[src/rtl/uart_pkg.sv]
// uart_pkg: shared definitions for the UART transmitter/receiver pair.
//   DATA_BITS    : data bits per frame (8N1 framing)
//   uart_state_e : state encoding used by both the TX and RX FSMs
package uart_pkg;

  localparam int DATA_BITS = 8;
  localparam int IDX_W     = $clog2(DATA_BITS);

  typedef enum logic [2:0] {
    S_IDLE,
    S_START,
    S_DATA,
    S_STOP,
    S_CLEANUP
  } uart_state_e;

endpackage

[src/rtl/uart_rx.sv]
// uart_rx: 8N1 serial receiver with mid-bit sampling.
//   i_Clock, i_Rst_L : clock, async active-low reset
//   i_RX_Serial      : asynchronous serial line, idle high
//   o_RX_DV          : one-cycle pulse when a frame with a valid stop bit lands
//   o_RX_Byte        : last good byte, held until the next good frame
//
// state   | meaning
// IDLE    | waiting for a low line
// START   | counting to mid start bit, rejects glitches
// DATA    | sampling data bit bit_idx once per bit period
// STOP    | sampling stop bit, publishes byte if high
// CLEANUP | one-cycle gap, o_RX_DV high if frame was good
module uart_rx
  import uart_pkg::*;
#(
  parameter int CLKS_PER_BIT = 217
) (
  input  logic       i_Clock,
  input  logic       i_Rst_L,
  input  logic       i_RX_Serial,
  output logic       o_RX_DV,
  output logic [7:0] o_RX_Byte
);

  localparam int               CW       = $clog2(CLKS_PER_BIT) + 1;
  localparam logic [CW-1:0]    CNT_MAX  = CW'(CLKS_PER_BIT - 1);
  localparam logic [CW-1:0]    CNT_HALF = CW'((CLKS_PER_BIT - 1) / 2);
  localparam logic [IDX_W-1:0] IDX_MAX  = IDX_W'(DATA_BITS - 1);

  uart_state_e      state_q, state_d;
  logic [CW-1:0]    cnt_q, cnt_d;
  logic [IDX_W-1:0] idx_q, idx_d;
  logic [7:0]       shift_q, shift_d;
  logic [7:0]       byte_d;
  logic             dv_d;
  logic             rx_meta, rx_sync;

  always_ff @(posedge i_Clock or negedge i_Rst_L) begin
    if (!i_Rst_L) begin
      rx_meta <= 1'b1;
      rx_sync <= 1'b1;
    end else begin
      rx_meta <= i_RX_Serial;
      rx_sync <= rx_meta;
    end
  end

  always_ff @(posedge i_Clock or negedge i_Rst_L) begin
    if (!i_Rst_L) begin
      state_q   <= S_IDLE;
      cnt_q     <= '0;
      idx_q     <= '0;
      shift_q   <= '0;
      o_RX_Byte <= '0;
      o_RX_DV   <= 1'b0;
    end else begin
      state_q   <= state_d;
      cnt_q     <= cnt_d;
      idx_q     <= idx_d;
      shift_q   <= shift_d;
      o_RX_Byte <= byte_d;
      o_RX_DV   <= dv_d;
    end
  end

  always_comb begin
    state_d = state_q;
    cnt_d   = cnt_q;
    idx_d   = idx_q;
    shift_d = shift_q;
    byte_d  = o_RX_Byte;
    dv_d    = 1'b0;
    case (state_q)
      S_IDLE: begin
        cnt_d = '0;
        idx_d = '0;
        if (!rx_sync) state_d = S_START;
      end
      S_START: begin
        if (cnt_q == CNT_HALF) begin
          cnt_d   = '0;
          state_d = rx_sync ? S_IDLE : S_DATA;
        end else begin
          cnt_d = cnt_q + CW'(1);
        end
      end
      // Counter was realigned to mid start bit, so each full period lands mid-bit.
      S_DATA: begin
        if (cnt_q == CNT_MAX) begin
          cnt_d          = '0;
          shift_d[idx_q] = rx_sync;
          if (idx_q == IDX_MAX) begin
            idx_d   = '0;
            state_d = S_STOP;
          end else begin
            idx_d = idx_q + IDX_W'(1);
          end
        end else begin
          cnt_d = cnt_q + CW'(1);
        end
      end
      S_STOP: begin
        if (cnt_q == CNT_MAX) begin
          cnt_d   = '0;
          state_d = S_CLEANUP;
          if (rx_sync) begin
            byte_d = shift_q;
            dv_d   = 1'b1;
          end
        end else begin
          cnt_d = cnt_q + CW'(1);
        end
      end
      S_CLEANUP: state_d = S_IDLE;
      default:   state_d = S_IDLE;
    endcase
  end

endmodule

[src/rtl/uart_tx.sv]
// uart_tx: 8N1 serial transmitter.
//   i_Clock, i_Rst_L : clock, async active-low reset
//   i_TX_DV          : one-cycle send request (honoured only in IDLE)
//   i_TX_Byte        : byte latched when i_TX_DV is accepted
//   o_TX_Active      : high for start..stop of a frame
//   o_TX_Serial      : serial line, idle high
//   o_TX_Done        : one-cycle pulse after the stop bit
//
// state   | meaning
// IDLE    | line high, waiting for i_TX_DV
// START   | driving start bit (low)
// DATA    | driving data bit bit_idx, LSB first
// STOP    | driving stop bit (high)
// CLEANUP | one-cycle gap, o_TX_Done high
module uart_tx
  import uart_pkg::*;
#(
  parameter int CLKS_PER_BIT = 217
) (
  input  logic       i_Clock,
  input  logic       i_Rst_L,
  input  logic       i_TX_DV,
  input  logic [7:0] i_TX_Byte,
  output logic       o_TX_Active,
  output logic       o_TX_Serial,
  output logic       o_TX_Done
);

  localparam int               CW      = $clog2(CLKS_PER_BIT) + 1;
  localparam logic [CW-1:0]    CNT_MAX = CW'(CLKS_PER_BIT - 1);
  localparam logic [IDX_W-1:0] IDX_MAX = IDX_W'(DATA_BITS - 1);

  uart_state_e      state_q, state_d;
  logic [CW-1:0]    cnt_q, cnt_d;
  logic [IDX_W-1:0] idx_q, idx_d;
  logic [7:0]       byte_q, byte_d;
  logic             serial_d, active_d, done_d;

  always_ff @(posedge i_Clock or negedge i_Rst_L) begin
    if (!i_Rst_L) begin
      state_q     <= S_IDLE;
      cnt_q       <= '0;
      idx_q       <= '0;
      byte_q      <= '0;
      o_TX_Serial <= 1'b1;
      o_TX_Active <= 1'b0;
      o_TX_Done   <= 1'b0;
    end else begin
      state_q     <= state_d;
      cnt_q       <= cnt_d;
      idx_q       <= idx_d;
      byte_q      <= byte_d;
      o_TX_Serial <= serial_d;
      o_TX_Active <= active_d;
      o_TX_Done   <= done_d;
    end
  end

  // Outputs are computed from the next state so the line is driven straight
  // from a flop and never glitches between bits.
  always_comb begin
    state_d  = state_q;
    cnt_d    = cnt_q;
    idx_d    = idx_q;
    byte_d   = byte_q;
    serial_d = 1'b1;
    active_d = 1'b0;
    done_d   = 1'b0;
    case (state_q)
      S_IDLE: begin
        cnt_d = '0;
        idx_d = '0;
        if (i_TX_DV) begin
          byte_d   = i_TX_Byte;
          state_d  = S_START;
          serial_d = 1'b0;
          active_d = 1'b1;
        end
      end
      S_START: begin
        active_d = 1'b1;
        serial_d = 1'b0;
        if (cnt_q == CNT_MAX) begin
          cnt_d    = '0;
          state_d  = S_DATA;
          serial_d = byte_q[0];
        end else begin
          cnt_d = cnt_q + CW'(1);
        end
      end
      S_DATA: begin
        active_d = 1'b1;
        serial_d = byte_q[idx_q];
        if (cnt_q == CNT_MAX) begin
          cnt_d = '0;
          if (idx_q == IDX_MAX) begin
            idx_d    = '0;
            state_d  = S_STOP;
            serial_d = 1'b1;
          end else begin
            idx_d    = idx_q + IDX_W'(1);
            serial_d = byte_q[idx_q + IDX_W'(1)];
          end
        end else begin
          cnt_d = cnt_q + CW'(1);
        end
      end
      S_STOP: begin
        active_d = 1'b1;
        if (cnt_q == CNT_MAX) begin
          cnt_d    = '0;
          state_d  = S_CLEANUP;
          active_d = 1'b0;
          done_d   = 1'b1;
        end else begin
          cnt_d = cnt_q + CW'(1);
        end
      end
      S_CLEANUP: state_d = S_IDLE;
      default:   state_d = S_IDLE;
    endcase
  end

endmodule

[src/rtl/uart_trx.sv]
// uart_trx: independent 8N1 UART transmitter and receiver sharing one clock.
//   i_Clock, i_Rst_L                               : clock, async active-low reset
//   i_TX_DV, i_TX_Byte                             : transmit request and data
//   o_TX_Active, o_TX_Serial, o_TX_Done            : transmit status and line
//   i_RX_Serial                                    : receive line (asynchronous)
//   o_RX_DV, o_RX_Byte                             : received byte strobe and data
module uart_trx #(
  parameter int CLKS_PER_BIT = 217
) (
  input  logic       i_Clock,
  input  logic       i_Rst_L,
  input  logic       i_TX_DV,
  input  logic [7:0] i_TX_Byte,
  output logic       o_TX_Active,
  output logic       o_TX_Serial,
  output logic       o_TX_Done,
  input  logic       i_RX_Serial,
  output logic       o_RX_DV,
  output logic [7:0] o_RX_Byte
);

  uart_tx #(.CLKS_PER_BIT(CLKS_PER_BIT)) u_tx (
    .i_Clock     (i_Clock),
    .i_Rst_L     (i_Rst_L),
    .i_TX_DV     (i_TX_DV),
    .i_TX_Byte   (i_TX_Byte),
    .o_TX_Active (o_TX_Active),
    .o_TX_Serial (o_TX_Serial),
    .o_TX_Done   (o_TX_Done)
  );

  uart_rx #(.CLKS_PER_BIT(CLKS_PER_BIT)) u_rx (
    .i_Clock     (i_Clock),
    .i_Rst_L     (i_Rst_L),
    .i_RX_Serial (i_RX_Serial),
    .o_RX_DV     (o_RX_DV),
    .o_RX_Byte   (o_RX_Byte)
  );

endmodule

[config.mk]
export PLATFORM = sky130hd
export DESIGN_NAME = uart_trx
export DESIGN_NICKNAME = d
export VERILOG_FILES = /design/src/rtl/uart_pkg.sv /design/src/rtl/uart_rx.sv /design/src/rtl/uart_tx.sv /design/src/rtl/uart_trx.sv
export SDC_FILE = /design/constraint.sdc
export NUM_CORES = 1
export LEC_CHECK = 0
export BUFFER_PORTS_ARGS = -buffer_cell sky130_fd_sc_hd__buf_2
export CAP_MARGIN = 10
export CORE_MARGIN = 2
export CORE_UTILIZATION = 55
export DETAILED_ROUTE_END_ITERATION = 7
export PLACE_DENSITY = 0.71
export SETUP_SLACK_MARGIN = 0.05
export SYNTH_ARGS = -nofsm -noshare
export SYNTH_HDL_FRONTEND = slang
export SYNTH_HIERARCHICAL = 1
export SYNTH_SLANG_ARGS = --single-unit
export TNS_END_PERCENT = 30
[constraint.sdc]
create_clock -name i_Clock -period 2.7 [get_ports i_Clock]
set_input_delay 0.27 -clock i_Clock [delete_from_list [all_inputs] [get_ports i_Clock]]
set_output_delay 0.27 -clock i_Clock [all_outputs]
set_load 0.02 [all_outputs]
==> flow_summary.json <==
{
  "rows": 26,
  "status": "complete, no violations",
  "report.final.slew_viol_count": 0,
  "first_pass_iters": 6,
  "slowest_stage": "nor4_4",
  "wl_per_cell_um": 14.5,
  "grt_pass1_vias": 2072,
  "ys_types": 55,
  "crit_type": "reg -> reg",
  "min_from": "i_RX_Serial",
  "hold_path.class": "in -> reg",
  "tns_ps": 0,
  "timing.rr.end": "u_rx/o_RX_Byte[2]",
  "clock_path_buffers": 2,
  "vias_per_cell": 5.64,
  "synth_top_area_cell": "dfrtp_1",
  "wl_um": 5410,
  "dp_slack_ps": 383,
  "vias": 2104,
  "layout_min_cycle_time_ps": 2310,
  "ant_nets": 0,
  "cp_cell_sequence": "inv_1 > ha_1 > nand3b_1 > or3_4 > nor4_4 > mux2_2",
  "avgSynthCellArea_sq_um": 11.2,
  "r2r_cells": 6,
  "ys_warn_count": 6,
  "dp.cells": 358,
  "area_delta_synth_final_pct": 11.5,
  "dp_hpwl_um": 3780,
  "die_area_sq_um": 6090,
  "synth_edf_count": 0,
  "path_clk_slew_ps": 60,
  "worst_slew_margin_rel_pct": 60.5,
  "finalSetupViolations": 0,
  "nets": 320,
  "drive_gt1_share_pct": 26.7,
  "tritoncts": "built",
  "h-tree-depth": 3,
  "numPortBuffers": 23,
  "cts_sinks": 60,
  "fill_cells": 439,
  "startpoint_type": "register",
  "design_area_sq_um": 3360,
  "grt_antenna_before_repair": 0,
  "hold_viol_final": 0,
  "clk_latency_ps": 330,
  "fp.dieH_um": 78.0,
  "regToRegSetupSlack_ps": 390,
  "grt_util_all_layers_pct": 20.5,
  "stdcell_count": 373,
  "fp.coreArea_sq_um": 5200,
  "crit_family": "simple AND/OR/NAND/NOR gates",
  "required_ps": 2910,
  "placed_area_sq_um": 3190,
  "power.density_nw_per_um2": 570,
  "grt_max_degree": 22,
  "io_pins": 24,
  "hold_end": "u_rx/rx_meta",
  "ys_seq_area_share_pct": 49.9,
  "synthesis.area_sq_um": 3020,
  "irDropWorstVdd_v": 0.000384,
  "antenna_cells": 0,
  "final.setup.worst_slack_ps": 392,
  "arrival_ps": 2520,
  "fin_crit_sh_pct": 85.5,
  "fmax_mhz": 433,
  "grt_pass1_wl_um": 9830,
  "critPathMaxFanout": 12,
  "synth_top_cell_area_share_pct": 47.3,
  "synth_area_leaders": "dfrtp_1 47%, mux2_2 9.3%, nand3_1 3.5%",
  "synth_fp_nets": 290,
  "clock_skew_ps": 3.06,
  "crit_buf_inv": 1,
  "drc": 0,
  "hold_depth": 1,
  "total_power_mw": 1.91,
  "gp_congestion": 0.819,
  "drt_iter0_markers": 134,
  "ys_ff_latch": 60,
  "syn_inst": 270,
  "synth_flop_cell": "dfrtp_1",
  "async_reset_ff_share_pct": 100,
  "slowest_delay_ps": 540,
  "die_w_um": 78.0,
  "floorplan.initialDensity_pct": 57.9,
  "drv_cap": 0,
  "tightest_slew_ps": 588,
  "leakagePower_nw": 1.50,
  "overflow": 0,
  "cts_root_buf": "clkbuf_8",
  "rsz0062_at_grt": "false",
  "cp-end-kind": "register",
  "r2r_start": "u_rx/cnt_q[0]",
  "cts_buffers": 9
}
-- final cells by class --
cell class                 count  area [sq um]  area share [%]
tap                           70          87.6            2.61
clock inverter                 3          15.0           0.447
clock buffer                  11           141            4.21
inverter                      12          45.0            1.34
sequential                    60          1510            44.8
timing repair buffer          27           148            4.39
multi-input combinational    190          1420            42.2
-- cells in the final DEF (no fill, tap or decap), types with 2 or more instances in the layout --
master and n:
dfrtp_1 57, mux2_2 25, buf_2 23, nand2_1 22, nand3_1 21, nor2_1 20
inv_1 12, clkbuf_8 10, o21ai_0 9, nor3_1 8, ha_1 8, a21oi_1 6
nand4_1 5, mux2i_1 5, xnor2_1 5, clkinv_2 3, buf_4 3, nand3b_1 3
nor4_1 3, nor2b_1 3, dfstp_2 3, xor2_1 3, or3_4 2, or2_2 2
nand2b_1 2, or4_1 2, nor3b_1 2, and4_1 2, o22ai_1 2, a211oi_1 2
o211ai_1 2, nand4b_1 2
-- worst max path at each step --
stage | startpoint | end | slack, ps | cells past startpoint
5_1_grt | u_rx/cnt_q[0] | u_rx/o_RX_Byte[3] | 260 | 6
4_1_cts | u_rx/cnt_q[0] | u_rx/o_RX_Byte[2] | 380 | 6
3_5_place_dp | u_rx/cnt_q[0] | u_rx/o_RX_Byte[2] | 380 | 6
6_report | u_rx/cnt_q[0] | u_rx/o_RX_Byte[2] | 390 | 6
2_1_floorplan | u_rx/cnt_q[0] | u_rx/o_RX_Byte[0] | 660 | 6
3_3_place_gp | u_rx/cnt_q[0] | u_rx/o_RX_Byte[3] | 450 | 6
-- cell usage after synthesis (3+ instances only) --
library cell,n
mux2i_1,5
ha_1,8
nand2_1,22
dfstp_2,3
nand3_1,21
o21ai_0,9
nor4_1,3
nand3b_1,3
mux2_2,25
nand4_1,5
nor2_1,20
nor3_1,8
a21oi_1,6
clkbuf_1,5
dfrtp_1,57
xnor2_1,5
nor2b_1,3
xor2_1,3
inv_1,12
-- report_power, final --
| part | total [mW] | switching [mW] | internal, mW |
|---|---|---|---|
| registers | 1.06 | 0.0874 | 0.970 |
| logic | 0.197 | 0.0923 | 0.105 |
| clock network | 0.660 | 0.317 | 0.343 |
| total | 1.91 | 0.497 | 1.42 |
-- registers in the layout (all words and copies together) (netlist names) --
| register | cells |
|---|---|
| u_rx/cnt_q | 9 |
| u_tx/cnt_q | 9 |
| u_rx/o_RX_Byte | 8 |
| u_rx/shift_q | 8 |
| u_tx/byte_q | 8 |
| u_rx/idx_q | 3 |
| u_rx/state_q | 3 |
| u_tx/idx_q | 3 |
| u_tx/state_q | 3 |
| u_rx/o_RX_DV | 1 |
| u_rx/rx_meta | 1 |
| u_rx/rx_sync | 1 |
| u_tx/o_TX_Active | 1 |
| u_tx/o_TX_Done | 1 |
| u_tx/o_TX_Serial | 1 |
-- routing by layer --
metal / vias up / track usage [%] / share of wire [%]
met5: - / 0 / 0
met4: 0 / 8.42 / 1.5
met3: 6 / 4.71 / 4.0
met2: 42 / 30.9 / 46
met1: 1020 / 28.9 / 48
li1: 1036 / - / -
-- through the flow --
stage                     hold WS (ps)  util, %
after floorplan                  -25.6        -
after global routing              31.3     64.6
after CTS                         22.3     64.6
final                             39.0     64.6
after global placement             231     61.4
after detailed placement           243     61.4
-- timing repair --
action	4_1_cts	5_1_grt
setup buffers	0	0
hold buffers	1	0
endpoints found under the hold margin	18	0
resized for setup	0	0
-- kinds of logic after synthesis --
| family | Yosys count | share of synthesized area, % |
|---|---|---|
| adder cells (fa/ha/maj) | 8 | 3.32 |
| flip-flops | 60 | 49.9 |
| AO/OA/AOI/OAI | 33 | 7.55 |
| AND/OR/NAND/NOR | 108 | 20.4 |
| buffers and inverters | 20 | 3.03 |
| XOR/XNOR | 8 | 2.32 |
| multiplexers | 33 | 13.4 |
No activity file was read; power rests on OpenSTA's default activity.
